## src/rtl/hazard_unit_pkg.sv

```systemverilog
// Shared definitions for the decode-side hazard unit: writeback source codes
// and the shadow-slot layout {vld, wr, reg, src, ld}.
package hazard_unit_pkg;

  localparam int REG_W_DEF = 3;
  localparam int SEL_W_DEF = 2;
  localparam int CNT_W_DEF = 16;

  typedef enum logic [1:0] {
    SRC_ALU = 2'b00,
    SRC_PC  = 2'b01,
    SRC_IMM = 2'b10,
    SRC_MEM = 2'b11
  } reg_src_e;

  // vld + wr + ld flags plus register index and writeback source
  function automatic int slot_w(input int reg_w, input int sel_w);
    return 3 + reg_w + sel_w;
  endfunction

endpackage

```

## src/rtl/hazard_unit_haz_slot.sv

```systemverilog
// One shadow-pipeline entry: a load-enabled register with synchronous clear
// (clear wins when enabled) and asynchronous active-low reset.
module hazard_unit_haz_slot #(
  parameter int W = 8
) (
  input  logic         clk,
  input  logic         rst_n,
  input  logic         en,
  input  logic         clr,
  input  logic [W-1:0] d,
  output logic [W-1:0] q
);

  always_ff @(posedge clk or negedge rst_n) begin
    if (!rst_n) begin
      q <= '0;
    end else if (en) begin
      q <= clr ? '0 : d;
    end
  end

endmodule

```

## src/rtl/hazard_unit.sv

```systemverilog
// Decode-side hazard detection and forwarding control with a 2-deep shadow
// pipeline (X, M). Forwarding paths are built only when HAZARD_FWD_EN is defined.
module hazard_unit
  import hazard_unit_pkg::*;
#(
  parameter int REG_W = REG_W_DEF,
  parameter int SEL_W = SEL_W_DEF,
  parameter int CNT_W = CNT_W_DEF
) (
  input  logic             clk,
  input  logic             rst,
  input  logic             dec_valid,
  input  logic [REG_W-1:0] dec_rs,
  input  logic [REG_W-1:0] dec_rt,
  input  logic             dec_rs_use,
  input  logic             dec_rt_use,
  input  logic             dec_regWrite,
  input  logic [REG_W-1:0] dec_writeReg,
  input  logic [SEL_W-1:0] dec_regSrc,
  input  logic             dec_memRead,
  input  logic             flush,
  input  logic             mem_stall,
  output logic             stall_fd,
  output logic             bubble_dx,
  output logic             FD_forward_XX_A,
  output logic             FD_forward_XX_B,
  output logic             FD_forward_XM_A,
  output logic             FD_forward_XM_B,
  output logic [SEL_W-1:0] FD_forward_XX_sel,
  output logic [SEL_W-1:0] FD_forward_XM_sel,
  output logic [CNT_W-1:0] stall_cnt
);

  localparam int SLOT_W = slot_w(REG_W, SEL_W);

  logic [SLOT_W-1:0] issue_d;
  logic [SLOT_W-1:0] x_q;
  logic [SLOT_W-1:0] m_q;

  logic             x_vld, x_wr, x_ld;
  logic [REG_W-1:0] x_reg;
  logic [SEL_W-1:0] x_src;
  logic             m_vld, m_wr, m_ld;
  logic [REG_W-1:0] m_reg;
  logic [SEL_W-1:0] m_src;

  logic hit_x_rs, hit_x_rt, hit_m_rs, hit_m_rt;
  logic haz;

  assign issue_d = {dec_valid, dec_regWrite, dec_writeReg, dec_regSrc, dec_memRead};

  // X takes the issued entry (or a bubble), M takes old X; both freeze on mem_stall
  hazard_unit_haz_slot #(.W(SLOT_W)) u_slot_x (
    .clk   (clk),
    .rst_n (rst),
    .en    (~mem_stall),
    .clr   (bubble_dx),
    .d     (issue_d),
    .q     (x_q)
  );

  hazard_unit_haz_slot #(.W(SLOT_W)) u_slot_m (
    .clk   (clk),
    .rst_n (rst),
    .en    (~mem_stall),
    .clr   (1'b0),
    .d     (x_q),
    .q     (m_q)
  );

  assign {x_vld, x_wr, x_reg, x_src, x_ld} = x_q;
  assign {m_vld, m_wr, m_reg, m_src, m_ld} = m_q;

  assign hit_x_rs = x_vld & x_wr & (x_reg == dec_rs) & dec_rs_use;
  assign hit_x_rt = x_vld & x_wr & (x_reg == dec_rt) & dec_rt_use;
  assign hit_m_rs = m_vld & m_wr & (m_reg == dec_rs) & dec_rs_use;
  assign hit_m_rt = m_vld & m_wr & (m_reg == dec_rt) & dec_rt_use;

`ifdef HAZARD_FWD_EN
  logic fwd_ok;
  logic unused_fields;

  // only a load in X cannot be forwarded in time
  assign haz           = dec_valid & x_ld & (hit_x_rs | hit_x_rt);
  assign fwd_ok        = dec_valid & ~bubble_dx & ~flush;
  assign unused_fields = m_ld;

  always_comb begin
    FD_forward_XX_A   = 1'b0;
    FD_forward_XX_B   = 1'b0;
    FD_forward_XM_A   = 1'b0;
    FD_forward_XM_B   = 1'b0;
    FD_forward_XX_sel = '0;
    FD_forward_XM_sel = '0;
    if (fwd_ok) begin
      FD_forward_XX_A = hit_x_rs;
      FD_forward_XX_B = hit_x_rt;
      FD_forward_XM_A = hit_m_rs & ~hit_x_rs;
      FD_forward_XM_B = hit_m_rt & ~hit_x_rt;
      if (hit_x_rs | hit_x_rt) begin
        FD_forward_XX_sel = x_src;
      end
      if ((hit_m_rs & ~hit_x_rs) | (hit_m_rt & ~hit_x_rt)) begin
        FD_forward_XM_sel = m_src;
      end
    end
  end
`else
  logic unused_fields;

  // without bypass paths every in-flight producer must drain first
  assign haz               = dec_valid & (hit_x_rs | hit_x_rt | hit_m_rs | hit_m_rt);
  assign FD_forward_XX_A   = 1'b0;
  assign FD_forward_XX_B   = 1'b0;
  assign FD_forward_XM_A   = 1'b0;
  assign FD_forward_XM_B   = 1'b0;
  assign FD_forward_XX_sel = '0;
  assign FD_forward_XM_sel = '0;
  assign unused_fields     = ^{x_src, m_src, x_ld, m_ld};
`endif

  // mem_stall freezes everything (a pending flush waits), then flush, then RAW
  always_comb begin
    stall_fd  = 1'b0;
    bubble_dx = 1'b0;
    if (mem_stall) begin
      stall_fd = 1'b1;
    end else if (flush) begin
      bubble_dx = 1'b1;
    end else if (haz) begin
      stall_fd  = 1'b1;
      bubble_dx = 1'b1;
    end
  end

  always_ff @(posedge clk or negedge rst) begin
    if (!rst) begin
      stall_cnt <= '0;
    end else if (stall_fd && !mem_stall && !flush && (stall_cnt != '1)) begin
      stall_cnt <= stall_cnt + 1'b1;
    end
  end

endmodule

```

## config.mk

```make
export PLATFORM = sky130hd
export DESIGN_NAME = hazard_unit
export DESIGN_NICKNAME = d
export VERILOG_FILES = /design/src/rtl/hazard_unit_pkg.sv /design/src/rtl/hazard_unit_haz_slot.sv /design/src/rtl/hazard_unit.sv
export SDC_FILE = /design/constraint.sdc
export NUM_CORES = 1
export LEC_CHECK = 0
export CORE_AREA = 2 2 63 65
export DETAILED_ROUTE_END_ITERATION = 10
export DIE_AREA = 0 0 65 67
export HOLD_SLACK_MARGIN = 0.05
export PLACE_DENSITY_LB_ADDON = 0.12
export SYNTH_ARGS = -nofsm -noshare
export SYNTH_HDL_FRONTEND = slang
export SYNTH_HIERARCHICAL = 1
export SYNTH_SLANG_ARGS = --single-unit
export TNS_END_PERCENT = 30
```

## constraint.sdc

```tcl
create_clock -name clk -period 2.8 [get_ports clk]
set_clock_uncertainty 0.1 [all_clocks]
set_input_delay 0.28 -clock clk [delete_from_list [all_inputs] [get_ports clk]]
set_output_delay 0.28 -clock clk [all_outputs]
set_load 0.02 [all_outputs]
```

==> results of run 1 <==
==> how the worst max path moves through the flow <==
stage / start / endpoint / slack (ns) / cells after the start
floorplan: u_slot_x/q[5]$_DFFE_PN0P_ / stall_cnt[6]$_DFFE_PN0P_ / 0.61 / 6
global placement: dec_rt[2] / stall_fd / 0.12 / 7
detailed placement: dec_rs[2] / stall_fd / 0.11 / 7
CTS: dec_rt[2] / stall_fd / 0.09 / 7
global route: u_slot_x/q[5]$_DFFE_PN0P_ / bubble_dx / 0.01 / 7
finish: dec_rs[2] / bubble_dx / 0.19 / 8
==> placed cells by master, fill, tap and decap left out <==
| cell type | n |
|---|---|
| buf_4 | 5 |
| a211o_1 | 1 |
| a31o_2 | 1 |
| xor2_1 | 22 |
| o21ai_1 | 10 |
| clkbuf_8 | 4 |
| nand3_1 | 3 |
| conb_1 | 13 |
| nor2_1 | 3 |
| or3_2 | 2 |
| o21ai_0 | 2 |
| and4_1 | 1 |
| nor3_1 | 7 |
| ha_1 | 1 |
| nand4_1 | 2 |
| or4_1 | 1 |
| or4_4 | 1 |
| nand2_1 | 10 |
| nor4_1 | 6 |
| clkdlybuf4s50_1 | 33 |
| xnor2_1 | 4 |
| mux2_2 | 1 |
| xnor2_2 | 1 |
| nand3b_1 | 10 |
| and3_1 | 1 |
| nand2b_1 | 1 |
| dfrtp_1 | 26 |
| a21oi_1 | 1 |
| inv_1 | 15 |
| nor3b_1 | 1 |
| nor4_2 | 2 |
| dlymetal6s2s_1 | 1 |
==> metal layers <==
| metal | GRT usage [%] | vias to the layer above | part of all wire, % |
|---|---|---|---|
| met3 | 2.53 | 2 | 4.4 |
| met2 | 29.1 | 28 | 51 |
| met4 | 4.79 | 0 | 0.76 |
| met5 | 0 | - | 0 |
| met1 | 18.5 | 538 | 44 |
| li1 | - | 566 | - |
==> flip-flops by register name, indices dropped and copies added, names as in the netlist <==
name	flops
u_slot_m/q	5
stall_cnt	16
u_slot_x/q	5
==> power breakdown <==
group	total, mW	switching, mW	internal [mW]
sequential	0.417	0.0223	0.395
combinational	0.130	0.0677	0.0620
clock	0.239	0.114	0.125
==> metrics by stage <==
stage / setup slack (ns) / instance area, um^2
final: 0.189 / 1910
after floorplan: 0.615 / 1520
after global routing: 0.0114 / 1910
after CTS: 0.0924 / 1910
after detailed placement: 0.105 / 1860
after global placement: 0.117 / 1860
==> critical path, cell delays in order <==
cell and delay (ns):
clkdlybuf4s50_1 0.45, xor2_1 0.17, nor4_1 0.31, o21ai_1 0.13, nand2_1 0.07, a21oi_1 0.06
nor2_1 0.13, clkdlybuf4s50_1 0.62
==> what timing repair did <==
item,CTS,global route
resized for setup,0,1
setup endpoints to repair,0,1
hold buffers,0,0
hold endpoints to repair,0,0
==> cell type report <==
| class | instances | share of cell area [%] |
|---|---|---|
| inverter | 15 | 2.94 |
| multi-input combinational | 108 | 37.1 |
| tap | 48 | 3.14 |
| sequential | 26 | 34.0 |
| timing repair buffer | 39 | 19.9 |
| clock buffer | 4 | 2.88 |
==> flow_summary_export.csv, run 1 <==
group,metric,value,unit
synthesis,synth.avg_cell_area,9.88,um^2
critical_path,end_of_the_worst_register_to_register_path,"stall_cnt[6]$_DFFE_PN0P_",
detailed_routing,via_per_inst,4.73,
critical_path,reg2reg_slack,0.41,ns
die,row_count,22,
pwr,leakage,0.890,nW
global_routing,largest_net_degree_at_the_start_of_global_routing,27,
cells_and_area,final_layout_size_suffix_gt1_share,8.85,%
detailed_routing,post-route-drc-count,0,
sta,grt_setup_unrepaired,"false",
clock_tree,cts.htree.levels,1,
clock_tree,clkSlewWorstSetupHoldPaths,0.09,ns
detailed_routing,drt_iter0_markers,47,
critical_path,worst-setup-path-type,"input port to primary output",
cells_and_area,layout.filler_cells,352,
flow_run,cap_viol_max_count,0,
critical_path,r2r-start,"u_slot_x/q[5]$_DFFE_PN0P_",
cells_and_area,area.sequential,651,um^2
die,chipHeight,67,um
cells_and_area,antenna_cells_inserted,0,
die,die_width,65,um
placed_design,placer_s_final_routability_congestion_estimate,0.739,
detailed_routing,drt-total-wl,3040,um
critical_path,critical_path.endpoint_type,"primary output",
critical_path,critPathArrivalTime,2.23,ns
critical_path,reg2reg_depth,7,
placed_design,io_buffer_count,34,
placed_design,place_inst,236,
placed_design,dpl.hpwl,2320,um
critical_path,worstSetupStartpointType,"input port",
global_routing,track_usage,15.7,%
detailed_routing,num_vias,1134,
run_status,run_status,"complete, no violations",
clock_tree,worst_skew_pair.late_latency,0.26,ns
detailed_routing,routedWlPerCell,12.7,um
cells_and_area,total_area_of_multi_input_combinational_cells,711,um^2
hold_path,min-delay-path-class,"input port to asynchronous set/reset pin",
sta,finalHoldViolations,0,
cells_and_area,layoutNonFillerInstCount,240,
sta,fin_tns_setup,0,ns
global_routing,grt_pass1_wl,5290,um
global_routing,first_global_vias,1198,
global_routing,grt_overflow,0,
sta,max_clock_freq,0.383,GHz
sta,timing.final.max_slew_violations,0,
synthesis,postSynthCellCount,149,
clock_tree,cts_root_buffer,"clkbuf_8",
critical_path,worstPathMaxFanout,2,
pwr,cellPowerDensity,411,nW/um^2
clock_tree,post-cts-setup-buffer-count,0,
die,floorplan.die_area,4360,um^2
pwr,peakVddDrop,0.234,mV
detailed_routing,drt-pass1-iter-count,4,
clock_tree,clock-sinks,26,
global_routing,grt_antenna_before_repair,0,
sta,finalCriticalPeriod,2.61,ns
detailed_routing,drtAntennaViolNets,0,
die,ioPinCount,46,
die,fp.coreArea,3610,um^2
critical_path,worst_ep_required_time,2.42,ns
synthesis,yosys_warnings,6,
cells_and_area,fin_util,53.1,%
synthesis,synthesis.area,1470,um^2
clock_tree,cts.path.max_buffers,2,
sta,timing.final.setup_violations,0,
die,floorplan.initialDensity,40.8,%
sta,hold_slack,0.283,ns
clock_tree,clock_tree_from_tritoncts,"yes",
cells_and_area,finalNetCount,214,
sta,fin_crit_sh,93.2,%
cells_and_area,syn2layout_area_growth,30.0,%
clock_tree,cts_made_buffers,3,
pwr,total_power,787,uW
Power figures use the tool's default switching activity.
==> run 2, diff against run 1 <==
Settings changed: REMOVE_ABC_BUFFERS set to 1.
==> run 2 against run 1 <==
Net effect: sequential share of layout area stayed put; cell count unchanged; sequential power hardly changed; total power up 0.45%; register-to-register slack worse by 0.02 ns; worst setup slack got worse by 0.050 ns; clock power rose by 2%.
==> flow_summary_export.csv, run 2 (synthesis gave the netlist of run 1 again) <==
group,metric,value,unit
run_status,run_status,"complete, no violations",
die,ioPinCount,46,
pwr,peakVddDrop,0.202,mV
placed_design,placer_s_final_routability_congestion_estimate,0.766,
die,chipHeight,67,um
critical_path,worstPathCellList,"clkdlybuf4s50_1 > xor2_1 > nor4_1 > o21ai_1 > nand2_1 > a21oi_1 > nor2_1 > clkdlybuf4s50_1",
die,die_width,65,um
clock_tree,clkSlewWorstSetupHoldPaths,0.09,ns
clock_tree,clock-sinks,26,
clock_tree,post-cts-setup-buffer-count,0,
clock_tree,worst_skew_pair.late_latency,0.27,ns
placed_design,io_buffer_count,34,
detailed_routing,via_per_inst,4.75,
clock_tree,clock_tree_from_tritoncts,"yes",
critical_path,worst-setup-path-type,"input port to primary output",
detailed_routing,post-route-drc-count,0,
hold_path,min-delay-path-class,"input port to asynchronous set/reset pin",
die,row_count,22,
detailed_routing,drt-total-wl,3010,um
cells_and_area,layoutNonFillerInstCount,240,
global_routing,first_global_vias,1193,
critical_path,worstPathMaxFanout,2,
sta,finalCriticalPeriod,2.66,ns
critical_path,cp_slowest_stage_delay,0.62,ns
sta,grt_setup_unrepaired,"false",
critical_path,cpMaxStageDelayCell,"clkdlybuf4s50_1",
sta,timing.final.max_slew_violations,0,
die,fp.coreArea,3610,um^2
placed_design,dpl.hpwl,2260,um
global_routing,grt_pass1_wl,5250,um
flow_run,cap_viol_max_count,0,
critical_path,end_of_the_worst_register_to_register_path,"stall_cnt[6]$_DFFE_PN0P_",
detailed_routing,drtAntennaViolNets,0,
sta,finalHoldViolations,0,
critical_path,reg2reg_slack,0.39,ns
global_routing,grt_overflow,0,
critical_path,path_delay_family,"buffers and inverters",
sta,timing.final.setup_violations,0,
clock_tree,cts_hold_buffers,0,
die,floorplan.die_area,4360,um^2
clock_tree,cts_made_buffers,3,
critical_path,r2r-start,"u_slot_m/q[5]$_DFFE_PN0P_",
die,floorplan.initialDensity,40.8,%
clock_tree,cts_root_buffer,"clkbuf_8",
detailed_routing,routedWlPerCell,12.5,um
clock_tree,cts_repair_resize_count,0,
critical_path,critPathBufInv,2,
placed_design,place_inst,236,
pwr,leakage,0.890,nW
detailed_routing,num_vias,1140,
cells_and_area,layout_top_registers,"stall_cnt: 16 flops, u_slot_m/q: 5 flops, u_slot_x/q: 5 flops",
detailed_routing,drt_iter0_markers,17,
clock_tree,cts.htree.levels,1,
cells_and_area,largest_register_ff_count,16,
sta,fin_crit_sh,95.0,%
critical_path,critPathArrivalTime,2.28,ns
cells_and_area,max_flop_register,"stall_cnt",
sta,max_clock_freq,0.376,GHz
cells_and_area,finalNetCount,214,
cells_and_area,final_cell_mix,"33 x clkdlybuf4s50_1, 26 x dfrtp_1, 22 x xor2_1, 15 x inv_1, 13 x conb_1",
critical_path,most_numerous_cell_on_the_critical_path,"clkdlybuf4s50_1",
detailed_routing,drt-pass1-iter-count,2,
placed_design,post-place-ws,0.0374,ns
critical_path,reg2reg_depth,7,
critical_path,worst_ep_required_time,2.42,ns
sta,fin_tns_setup,0,ns
global_routing,grt_antenna_before_repair,0,
pwr,cellPowerDensity,413,nW/um^2
sta,worst_slack,0.139,ns
critical_path,critical_path.endpoint_type,"primary output",
cells_and_area,syn2layout_area_growth,30.0,%
cells_and_area,layout.filler_cells,341,
global_routing,largest_net_degree_at_the_start_of_global_routing,27,
clock_tree,cts.path.max_buffers,2,
global_routing,track_usage,15.7,%
cells_and_area,final_layout_size_suffix_gt1_share,8.85,%
cells_and_area,final_common_cell,"clkdlybuf4s50_1",
critical_path,worstSetupStartpointType,"input port",
cells_and_area,antenna_cells_inserted,0,
## run 2: cell counts in the layout (fill, tap and decap cells not counted)
No cell type changed its count.
## run 2: routing by layer
layer | track usage [%] | wire (um)
met5 | 0 | 0
met4 | 6.38 | 48
met3 | 2.36 | 114
met2 | 28.0 | 1470
met1 | 18.8 | 1370
## run 2: worst register-to-register path, cell delays in order, from the launching register on
cell,delay (ns)
dfrtp_1,0.42
xor2_1,0.15
nor4_1,0.32
o21ai_1,0.15
a211o_1,0.30
buf_4,0.16
or4_4,0.55
xnor2_2,0.14
## run 2: cell type report
class                   count  area (um^2)  area share [%]
multi-input cells         108          711            37.1
flip-flops and latches     26          651            34.0
repair buffers             39          380            19.9
well taps                  48         60.1            3.14
inverters                  15         56.3            2.94
clock buffers               4         55.1            2.88
## run 2: stage by stage
step | hold slack, ns | cell area [um^2] | power, mW | util, %
after floorplan | -0.116 | 1420 | 0.487 | -
after global placement | 0.375 | 1860 | 0.553 | 51.5
after detailed placement | 0.384 | 1860 | 0.556 | 51.5
after CTS | 0.280 | 1910 | 0.804 | 53.0
after global routing | 0.307 | 1910 | 0.834 | 53.1
final | 0.277 | 1910 | 0.790 | 53.1
## run 2: how the worst max path moves through the flow
stage                                    from                       end  slack, ns  depth (start not counted)
floorplan           u_slot_x/q[5]$_DFFE_PN0P_  stall_cnt[6]$_DFFE_PN0P_       0.50                          6
global placement                    dec_rt[2]  stall_cnt[6]$_DFFE_PN0P_       0.11                          8
detailed placement                  dec_rs[2]  stall_cnt[6]$_DFFE_PN0P_       0.04                          8
CTS                                 dec_rs[2]                  stall_fd       0.06                          7
global route                        dec_rs[0]                 bubble_dx       0.04                          8
finish                              dec_rs[0]                 bubble_dx       0.14                          8
## run 2: report_power, final
part	internal [mW]	switching (mW)	leakage, nW	total, mW
Combinational	0.0621	0.0675	0.520	0.130
Clock	0.126	0.117	0.0288	0.243
Sequential	0.395	0.0222	0.342	0.417
Total	0.583	0.207	0.890	0.790
==> run 3, diff against run 2 <==
Settings changed: CAP_MARGIN set to 20, HOLD_SLACK_MARGIN 0.05 to 0.1.
==> results of run 3 <==
The final DEF is identical to that of run 2; final timing and power are the same.
